### src/rtl/sigdelay_multitap.sv
// -----------------------------------------------------------------------------
// sigdelay_multitap
//
// Multi-tap signal delay line. Each accepted strobe writes one sample into a
// circular RAM. The block then reads NUM_TAPS delayed copies through a single
// read port, one tap per cycle, and publishes all taps together on dout.
//
// Optional build macro:
//   SIGDELAY_MIX_EN  defined   -> mix is the registered sum of all masked taps
//                    undefined -> no adder is built and mix is tied to zero
//
// Ports:
//   clk         system clock (single domain)
//   rst         synchronous active-high reset
//   en          sample strobe, accepted only while busy = 0
//   sample      input sample, captured on an accepted strobe
//   offsets     packed per-tap delay, tap i at [i*ADDR_WIDTH +: ADDR_WIDTH]
//   dout        packed per-tap delayed samples, same packing as offsets
//   dout_valid  one-cycle pulse when dout/mix are updated
//   mix         unsigned sum of all taps (zero when SIGDELAY_MIX_EN is undefined)
//   busy        high while a tap read sequence is in progress
//   wr_addr     write pointer (next slot to be written)
//   overrun     sticky: a strobe arrived while busy; cleared only by rst
//
// Timing for a strobe accepted in cycle c0: busy is high in c1..c(NUM_TAPS+1),
// dout_valid and the new dout/mix appear in c(NUM_TAPS+2), where a new strobe
// can already be accepted.
// -----------------------------------------------------------------------------
module sigdelay_multitap #(
  parameter int DATA_WIDTH = 8,
  parameter int ADDR_WIDTH = 9,
  parameter int NUM_TAPS   = 2
) (
  input  logic                                      clk,
  input  logic                                      rst,
  input  logic                                      en,
  input  logic [DATA_WIDTH-1:0]                     sample,
  input  logic [NUM_TAPS*ADDR_WIDTH-1:0]            offsets,
  output logic [NUM_TAPS*DATA_WIDTH-1:0]            dout,
  output logic                                      dout_valid,
  output logic [DATA_WIDTH+$clog2(NUM_TAPS)+1-1:0]  mix,
  output logic                                      busy,
  output logic [ADDR_WIDTH-1:0]                     wr_addr,
  output logic                                      overrun
);

  localparam int DEPTH = 2 ** ADDR_WIDTH;
  localparam int FW    = ADDR_WIDTH + 1;                       // fill counts 0..DEPTH
  localparam int TIW   = (NUM_TAPS > 1) ? $clog2(NUM_TAPS) : 1;
  localparam int MW    = DATA_WIDTH + $clog2(NUM_TAPS) + 1;

  typedef enum logic [1:0] {
    ST_IDLE = 2'd0,
    ST_READ = 2'd1,
    ST_DONE = 2'd2
  } state_t;

  state_t                  state_r, state_nxt_s;

  logic [DATA_WIDTH-1:0]   mem [DEPTH];
  logic [DATA_WIDTH-1:0]   rd_data_r;
  logic [ADDR_WIDTH-1:0]   rd_addr_s;

  logic [ADDR_WIDTH-1:0]   wr_addr_r;
  logic [ADDR_WIDTH-1:0]   base_r;
  logic [FW-1:0]           fill_r;
  logic [FW-1:0]           fill_nxt_s;
  logic [ADDR_WIDTH-1:0]   off_r [NUM_TAPS];
  logic [NUM_TAPS-1:0]     mask_r;
  logic [TIW-1:0]          tap_idx_r;
  logic [DATA_WIDTH-1:0]   shadow_r [NUM_TAPS];
  logic [DATA_WIDTH-1:0]   tap_final_s [NUM_TAPS];

  logic [NUM_TAPS*DATA_WIDTH-1:0] dout_r;
  logic                    dout_valid_r;
  logic                    busy_r;
  logic                    overrun_r;

  logic                    accept_s;
  logic                    drop_s;
  logic                    issue_s;
  logic                    capture_s;
  logic                    done_s;
  logic                    last_tap_s;

  assign last_tap_s = (tap_idx_r == TIW'(NUM_TAPS - 1));

  // FSM state register
  always_ff @(posedge clk) begin
    if (rst) begin
      state_r <= ST_IDLE;
    end else begin
      state_r <= state_nxt_s;
    end
  end

  // FSM next-state logic
  always_comb begin
    state_nxt_s = state_r;
    case (state_r)
      ST_IDLE: begin
        if (en) state_nxt_s = ST_READ;
        else    state_nxt_s = ST_IDLE;
      end
      ST_READ: begin
        if (last_tap_s) state_nxt_s = ST_DONE;
        else            state_nxt_s = ST_READ;
      end
      ST_DONE: state_nxt_s = ST_IDLE;
      default: state_nxt_s = ST_IDLE;
    endcase
  end

  // FSM control decode
  always_comb begin
    accept_s  = 1'b0;
    drop_s    = 1'b0;
    issue_s   = 1'b0;
    capture_s = 1'b0;
    done_s    = 1'b0;
    case (state_r)
      ST_IDLE: begin
        accept_s = en & ~rst;
      end
      ST_READ: begin
        drop_s    = en;
        issue_s   = 1'b1;
        // tap i-1 arrives from the RAM while tap i's address is issued
        capture_s = (tap_idx_r != TIW'(0));
      end
      ST_DONE: begin
        drop_s = en;
        done_s = 1'b1;
      end
      default: begin
        accept_s = 1'b0;
      end
    endcase
  end

  // Saturating fill count after the current write
  always_comb begin
    if (fill_r == FW'(DEPTH)) fill_nxt_s = fill_r;
    else                      fill_nxt_s = fill_r + FW'(1);
  end

  // Read address: walk backwards from the slot just written, wrapping mod DEPTH
  always_comb begin
    rd_addr_s = base_r - off_r[tap_idx_r];
  end

  // Final tap values; the last tap is taken straight from the RAM output so
  // all taps publish in the same cycle as its capture
  always_comb begin
    for (int i = 0; i < NUM_TAPS; i++) begin
      if (mask_r[i]) begin
        tap_final_s[i] = '0;
      end else if (i == NUM_TAPS - 1) begin
        tap_final_s[i] = rd_data_r;
      end else begin
        tap_final_s[i] = shadow_r[i];
      end
    end
  end

  // Sample RAM: one write port, one synchronous read port, contents not reset
  always_ff @(posedge clk) begin
    if (accept_s) begin
      mem[wr_addr_r] <= sample;
    end
    rd_data_r <= mem[rd_addr_s];
  end

  // Sequencing registers, shadow capture and published outputs
  always_ff @(posedge clk) begin
    if (rst) begin
      wr_addr_r    <= '0;
      base_r       <= '0;
      fill_r       <= '0;
      mask_r       <= '0;
      tap_idx_r    <= '0;
      busy_r       <= 1'b0;
      dout_valid_r <= 1'b0;
      dout_r       <= '0;
      overrun_r    <= 1'b0;
      for (int i = 0; i < NUM_TAPS; i++) begin
        off_r[i]    <= '0;
        shadow_r[i] <= '0;
      end
    end else begin
      dout_valid_r <= done_s;
      if (accept_s) begin
        base_r    <= wr_addr_r;
        wr_addr_r <= wr_addr_r + ADDR_WIDTH'(1);
        fill_r    <= fill_nxt_s;
        tap_idx_r <= '0;
        busy_r    <= 1'b1;
        for (int i = 0; i < NUM_TAPS; i++) begin
          off_r[i]  <= offsets[i*ADDR_WIDTH +: ADDR_WIDTH];
          // history older than what has been written since reset reads as 0
          mask_r[i] <= ({1'b0, offsets[i*ADDR_WIDTH +: ADDR_WIDTH]} >= fill_nxt_s);
        end
      end
      if (issue_s && !last_tap_s) begin
        tap_idx_r <= tap_idx_r + TIW'(1);
      end
      if (capture_s) begin
        shadow_r[tap_idx_r - TIW'(1)] <= rd_data_r;
      end
      if (done_s) begin
        shadow_r[NUM_TAPS-1] <= rd_data_r;
        busy_r               <= 1'b0;
        for (int i = 0; i < NUM_TAPS; i++) begin
          dout_r[i*DATA_WIDTH +: DATA_WIDTH] <= tap_final_s[i];
        end
      end
      if (drop_s) begin
        overrun_r <= 1'b1;
      end
    end
  end

`ifdef SIGDELAY_MIX_EN
  logic [MW-1:0] mix_r;
  logic [MW-1:0] mix_sum_s;

  // Zero-extended sum of the masked taps
  always_comb begin
    mix_sum_s = '0;
    for (int i = 0; i < NUM_TAPS; i++) begin
      mix_sum_s = mix_sum_s + MW'(tap_final_s[i]);
    end
  end

  // Mix register, updated together with dout
  always_ff @(posedge clk) begin
    if (rst) begin
      mix_r <= '0;
    end else if (done_s) begin
      mix_r <= mix_sum_s;
    end
  end

  assign mix = mix_r;
`else
  assign mix = MW'(0);
`endif

  assign dout       = dout_r;
  assign dout_valid = dout_valid_r;
  assign busy       = busy_r;
  assign wr_addr    = wr_addr_r;
  assign overrun    = overrun_r;

endmodule

### config.mk
export PLATFORM = sky130hd
export DESIGN_NAME = sigdelay_multitap
export DESIGN_NICKNAME = d
export VERILOG_FILES = /design/src/rtl/sigdelay_multitap.sv
export SDC_FILE = /design/constraint.sdc
export NUM_CORES = 2
export LEC_CHECK = 0
export BUFFER_PORTS_ARGS = -buffer_cell sky130_fd_sc_hd__buf_4
export CORE_MARGIN = 2
export CORE_UTILIZATION = 63
export DETAILED_ROUTE_END_ITERATION = 10
export MAX_ROUTING_LAYER = met4
export PLACE_DENSITY_LB_ADDON = 0.08
export SLEW_MARGIN = 40
export SYNTH_ARGS = -nofsm -noshare
export SYNTH_HDL_FRONTEND = slang
export SYNTH_MEMORY_MAX_BITS = 65536
export SYNTH_SLANG_ARGS = --single-unit
### constraint.sdc
create_clock -name clk -period 4.2 [get_ports clk]
set_input_delay 0.21 -clock clk [delete_from_list [all_inputs] [get_ports clk]]
set_output_delay 0.21 -clock clk [all_outputs]
set_load 0.1 [all_outputs]
==> summary.md <==
| Metric | Value |
|---|---|
| Post-route clock period utilization | `1.06` |
| Clk_lat worst skew | `0.93 ns` |
| Antenna violations before repair | `19` |
| Critical path type | `reg -> reg` |
| Cell accounting for the most synthesized area | `edfxtp_1` |
| Critical path data required time | `5.00 ns` |
| DIE WIDTH | `around 510 um` |
| Pin count of the biggest net entering global routing | `approximately 160` |
| Clk buf depth | `4` |
| FF-to-FF path depth | `15` |
| Final setup margin | `-0.268 ns` |
| Global-route wire length before repair | `about 630000 um` |
| Beginning of the worst register-to-register path | `off_r[0][0]$_SDFFCE_PN0P_` |
| Dominant delay contributor by cell family on the critical path | `adder cells` |
| Most instantiated cells after synthesis | `4122 x edfxtp_1, 1142 x mux4_2, 585 x nor2_1, 487 x nand2_1, 185 x clkbuf_1` |
| Overall global routing resource usage | `0.354` |
| Outcome | `complete, but fails checks` |
| Critical Path Slowest Stage Cell | `fa_4` |
| Delay contributed by the slowest stage of the critical path | `0.85 ns` |
| Ys flop type | `edfxtp_1` |
| RSZ-0062 raised after global routing | `true` |
| Antenna-violating nets left | `0` |
| Via count of the first global-routing pass | `~85000` |
| TritonCTS Buffers | `411` |
| Final HPWL DP | `280000 um` |
| Starting density of the core | `0.635` |
| Data arrival time of the worst path | `5.27 ns` |
| RePlAce Congestion | `between 0.9 and 1` |
| End point of the worst hold path | `mem[221][3]$_DFFE_PP_` |
| I/O pin count | `between 60 and 70` |
| Core box area | `257000 sq um` |
| Max-slew headroom | `0.379` |
| Type of element capturing the critical path | `flop` |
| Number of vias per cell after detailed routing | `6.85` |
| Sinks on Clock Net | `4183` |
| Final design instance area without fill | `191000 sq um` |
| Worst hold path class | `in -> reg` |
| Post-Route Hold Slack | `0.308 ns` |
| Setup clock skew after layout | `between 0.04 and 0.05 ns` |
| Maximum achievable frequency | `224 MHz` |
| Met3 track demand over resource in global routing | `0.0873` |
| Height of the chip | `513 um` |
| Wire length per cell | `35.8 um` |
| TritonCTS clock tree | `built` |
| Cell area after placement | `174000 sq um` |
| Full die area | `263000 sq um` |
| Buffers added on ports | `56` |
| Largest fanout on the critical path | `13` |
| Number of cells traversed by the worst hold path | `2` |
| Final std cells w/o fill | `about 12000` |
| Most frequent cell after synthesis | `edfxtp_1` |
| Seq cells post-synth | `4183` |
| Buffering stage count on the worst path with inverters included | `5` |
| Post-route DRC violation count | `0` |
| Final setup violating endpoints | `8` |
| Type of element launching the critical path | `flop` |
| Max-slew violation total from the final report | `0` |
| Layout overhead on the synthesized area | `17.1%` |
| Count of synthesis-stage warnings from yosys | `0` |
| Placed Cells incl. Taps | `11558` |
| Leakage power | `62.1 nW` |
| Cell types with the largest area share after synthesis | `edfxtp_1 76%, mux4_2 16%, nor2_1 1.3%` |
| Fraction of final layout cells with drive strength greater than 1 | `0.344` |
| Global-route layer with the greatest usage | `met2` |
| Failing checks | `setup timing` |
| Worst hold start | `sample[3]` |
| H-Tree Depth | `5` |
| Area share of fa/ha/maj cells after synthesis | `0.00265` |
| Site row count | `186` |
| Fin crit period | `4.47 ns` |
| Area of the mapped netlist | `approximately 160000 sq um` |
| Proportion of register bits with asynchronous set or reset after synthesis | `0` |
| Post-synth top area share | `0.759` |
| Pre-Repair DR Iteration Count | `8` |
| Ordered list of cells on the worst path | `mux2_4, ha_4, fa_4, buf_12, buf_16, buf_4, buf_6, mux4_2, mux2i_1, buf_4, a32oi_1, nand3_1, nand4_1, o211ai_1, a211oi_2` |
| Fin nets | `8799` |
| Post-synthesis sequential area ratio | `0.766` |
| Worst-margin pin slew | `between 0.9 and 1 ns` |
| Design Power | `105 mW` |
| Capture point of the worst reg-to-reg path | `rd_data_r[1]$_DFF_P_` |
| Combinational family with the most area after synthesis | `multiplexers` |
| Final hold vios | `0` |
| Share of cell area taken by muxes after synthesis | `0.165` |
| Number of enable flip-flop cells after synthesis | `4122` |
| Clock-pin slew of the registers on the worst-case setup and hold paths | `0.06 ns` |
| Post-synthesis xor/xnor area fraction | `0.00206` |
| Number of violations of the max-capacitance limit | `0` |
| Reg-to-reg setup timing slack | `-0.27 ns` |
| Pwr dens | `547 nW/um^2` |
| Initial DRC Count | `about 13000` |
| Met1 usage | `0.505` |
| Cell repeated most along the worst path | `buf_4` |
| Clock root buffer | `clkbuf_16` |
| Synthesized area per cell | `21.3 sq um` |
| Post-synthesis share of cell area spent on and, or, nand and nor gates | `0.0345` |
| Syn Inst Count | `7673` |
| Overflow after GRT | `0` |
| Total number of vias | `85438` |
| GR Util met2 | `0.510` |
| Compound-gate portion of the synthesized area | `0.0134` |
| Synth cell types | `73` |
| Max rail drop VDD | `0.000422 V` |
| Final wirelength | `446000 um` |
==> flip-flops by register name, summed over array words and instances (netlist names), named ones only <==
signal / cells
dout_valid: 1
base_r: 9
mem: 4096
wr_addr: 9
shadow_r: 8
rd_data_r: 8
overrun: 1
busy: 1
last_tap_s: 1
dout: 16
state_r: 2
mask_r: 2
fill_r: 10
off_r: 18
==> metal layers <==
metal | part of all wire | vias up
li1 | - | 33903
met4 | 0.040 | 0
met1 | 0.37 | 44859
met2 | 0.46 | 5774
met5 | 0 | -
met3 | 0.13 | 902
==> layout make-up <==
type                    count  area [sq um]
flip-flops and latches   4183        125000
fillers                 13980         66100
multi-input cells        3016         37300
repair buffers           1108         11200
clock buffers             497         10700
well taps                3384          4230
clock inverters           246          2590
inverters                  16          60.1
diodes                     21          52.6
==> how the worst max path moves through the flow <==
stage / from / to / slack, ns / cells after the start
after CTS: off_r[0][0]$_SDFFCE_PN0P_ / rd_data_r[3]$_DFF_P_ / -0.09 / 16
after global routing: off_r[0][0]$_SDFFCE_PN0P_ / rd_data_r[1]$_DFF_P_ / -0.32 / 15
after floorplan: flop / rd_data_r[4]$_DFF_P_ / 0.36 / 13
after detailed placement: flop / rd_data_r[1]$_DFF_P_ / -0.72 / 16
final: off_r[0][0]$_SDFFCE_PN0P_ / rd_data_r[1]$_DFF_P_ / -0.27 / 15
after global placement: flop / rd_data_r[6]$_DFF_P_ / -0.96 / 13
==> power by group <==
part	switching [mW]	leakage [nW]	internal [mW]
Clock	15.5	6.46	21.2
Combinational	12.3	18.0	9.48
Sequential	0.191	37.6	45.9
==> per-stage QoR <==
step,utilization,TNS (ns),setup WS (ns)
floorplan,-,0,0.362
global placement,0.677,-5.10,-0.955
detailed placement,0.678,-4.44,-0.717
CTS,0.739,-0.449,-0.0897
global route,0.743,-1.43,-0.321
finish,0.743,-1.30,-0.268
==> logic make-up after synthesis <==
family                     Yosys count
AOI/OAI and AO/OA                  320
xor gates and xnor gates            30
adders and majority gates           34
buffers and inverters              483
DFF                               4183
muxes                             1268
other                                1
and+or+nand+nor                   1354
==> timing repair <==
| item | 4_1_cts | 5_1_grt |
|---|---|---|
| setup endpoints to repair | 8 | 8 |
| pin swaps | 59 | 29 |
| buffers inserted | 62 | 37 |
| hold buffers | 45 | 0 |
| hold endpoints to repair | 736 | 0 |
| cloned | 13 | 1 |
| gates resized for setup | 228 | 86 |
==> cell usage in the layout, fill, tap and decap left out, drive strengths merged, types with 61 or more instances in the layout <==
master and count:
edfxtp 4122, mux4 1142, buf 1058, nor2 589
clkbuf 498, nand2 487, clkinv 163, nand3 125
mux2i 120, a21oi 72, dfxtp 61
Power figures use the tool's default switching activity.
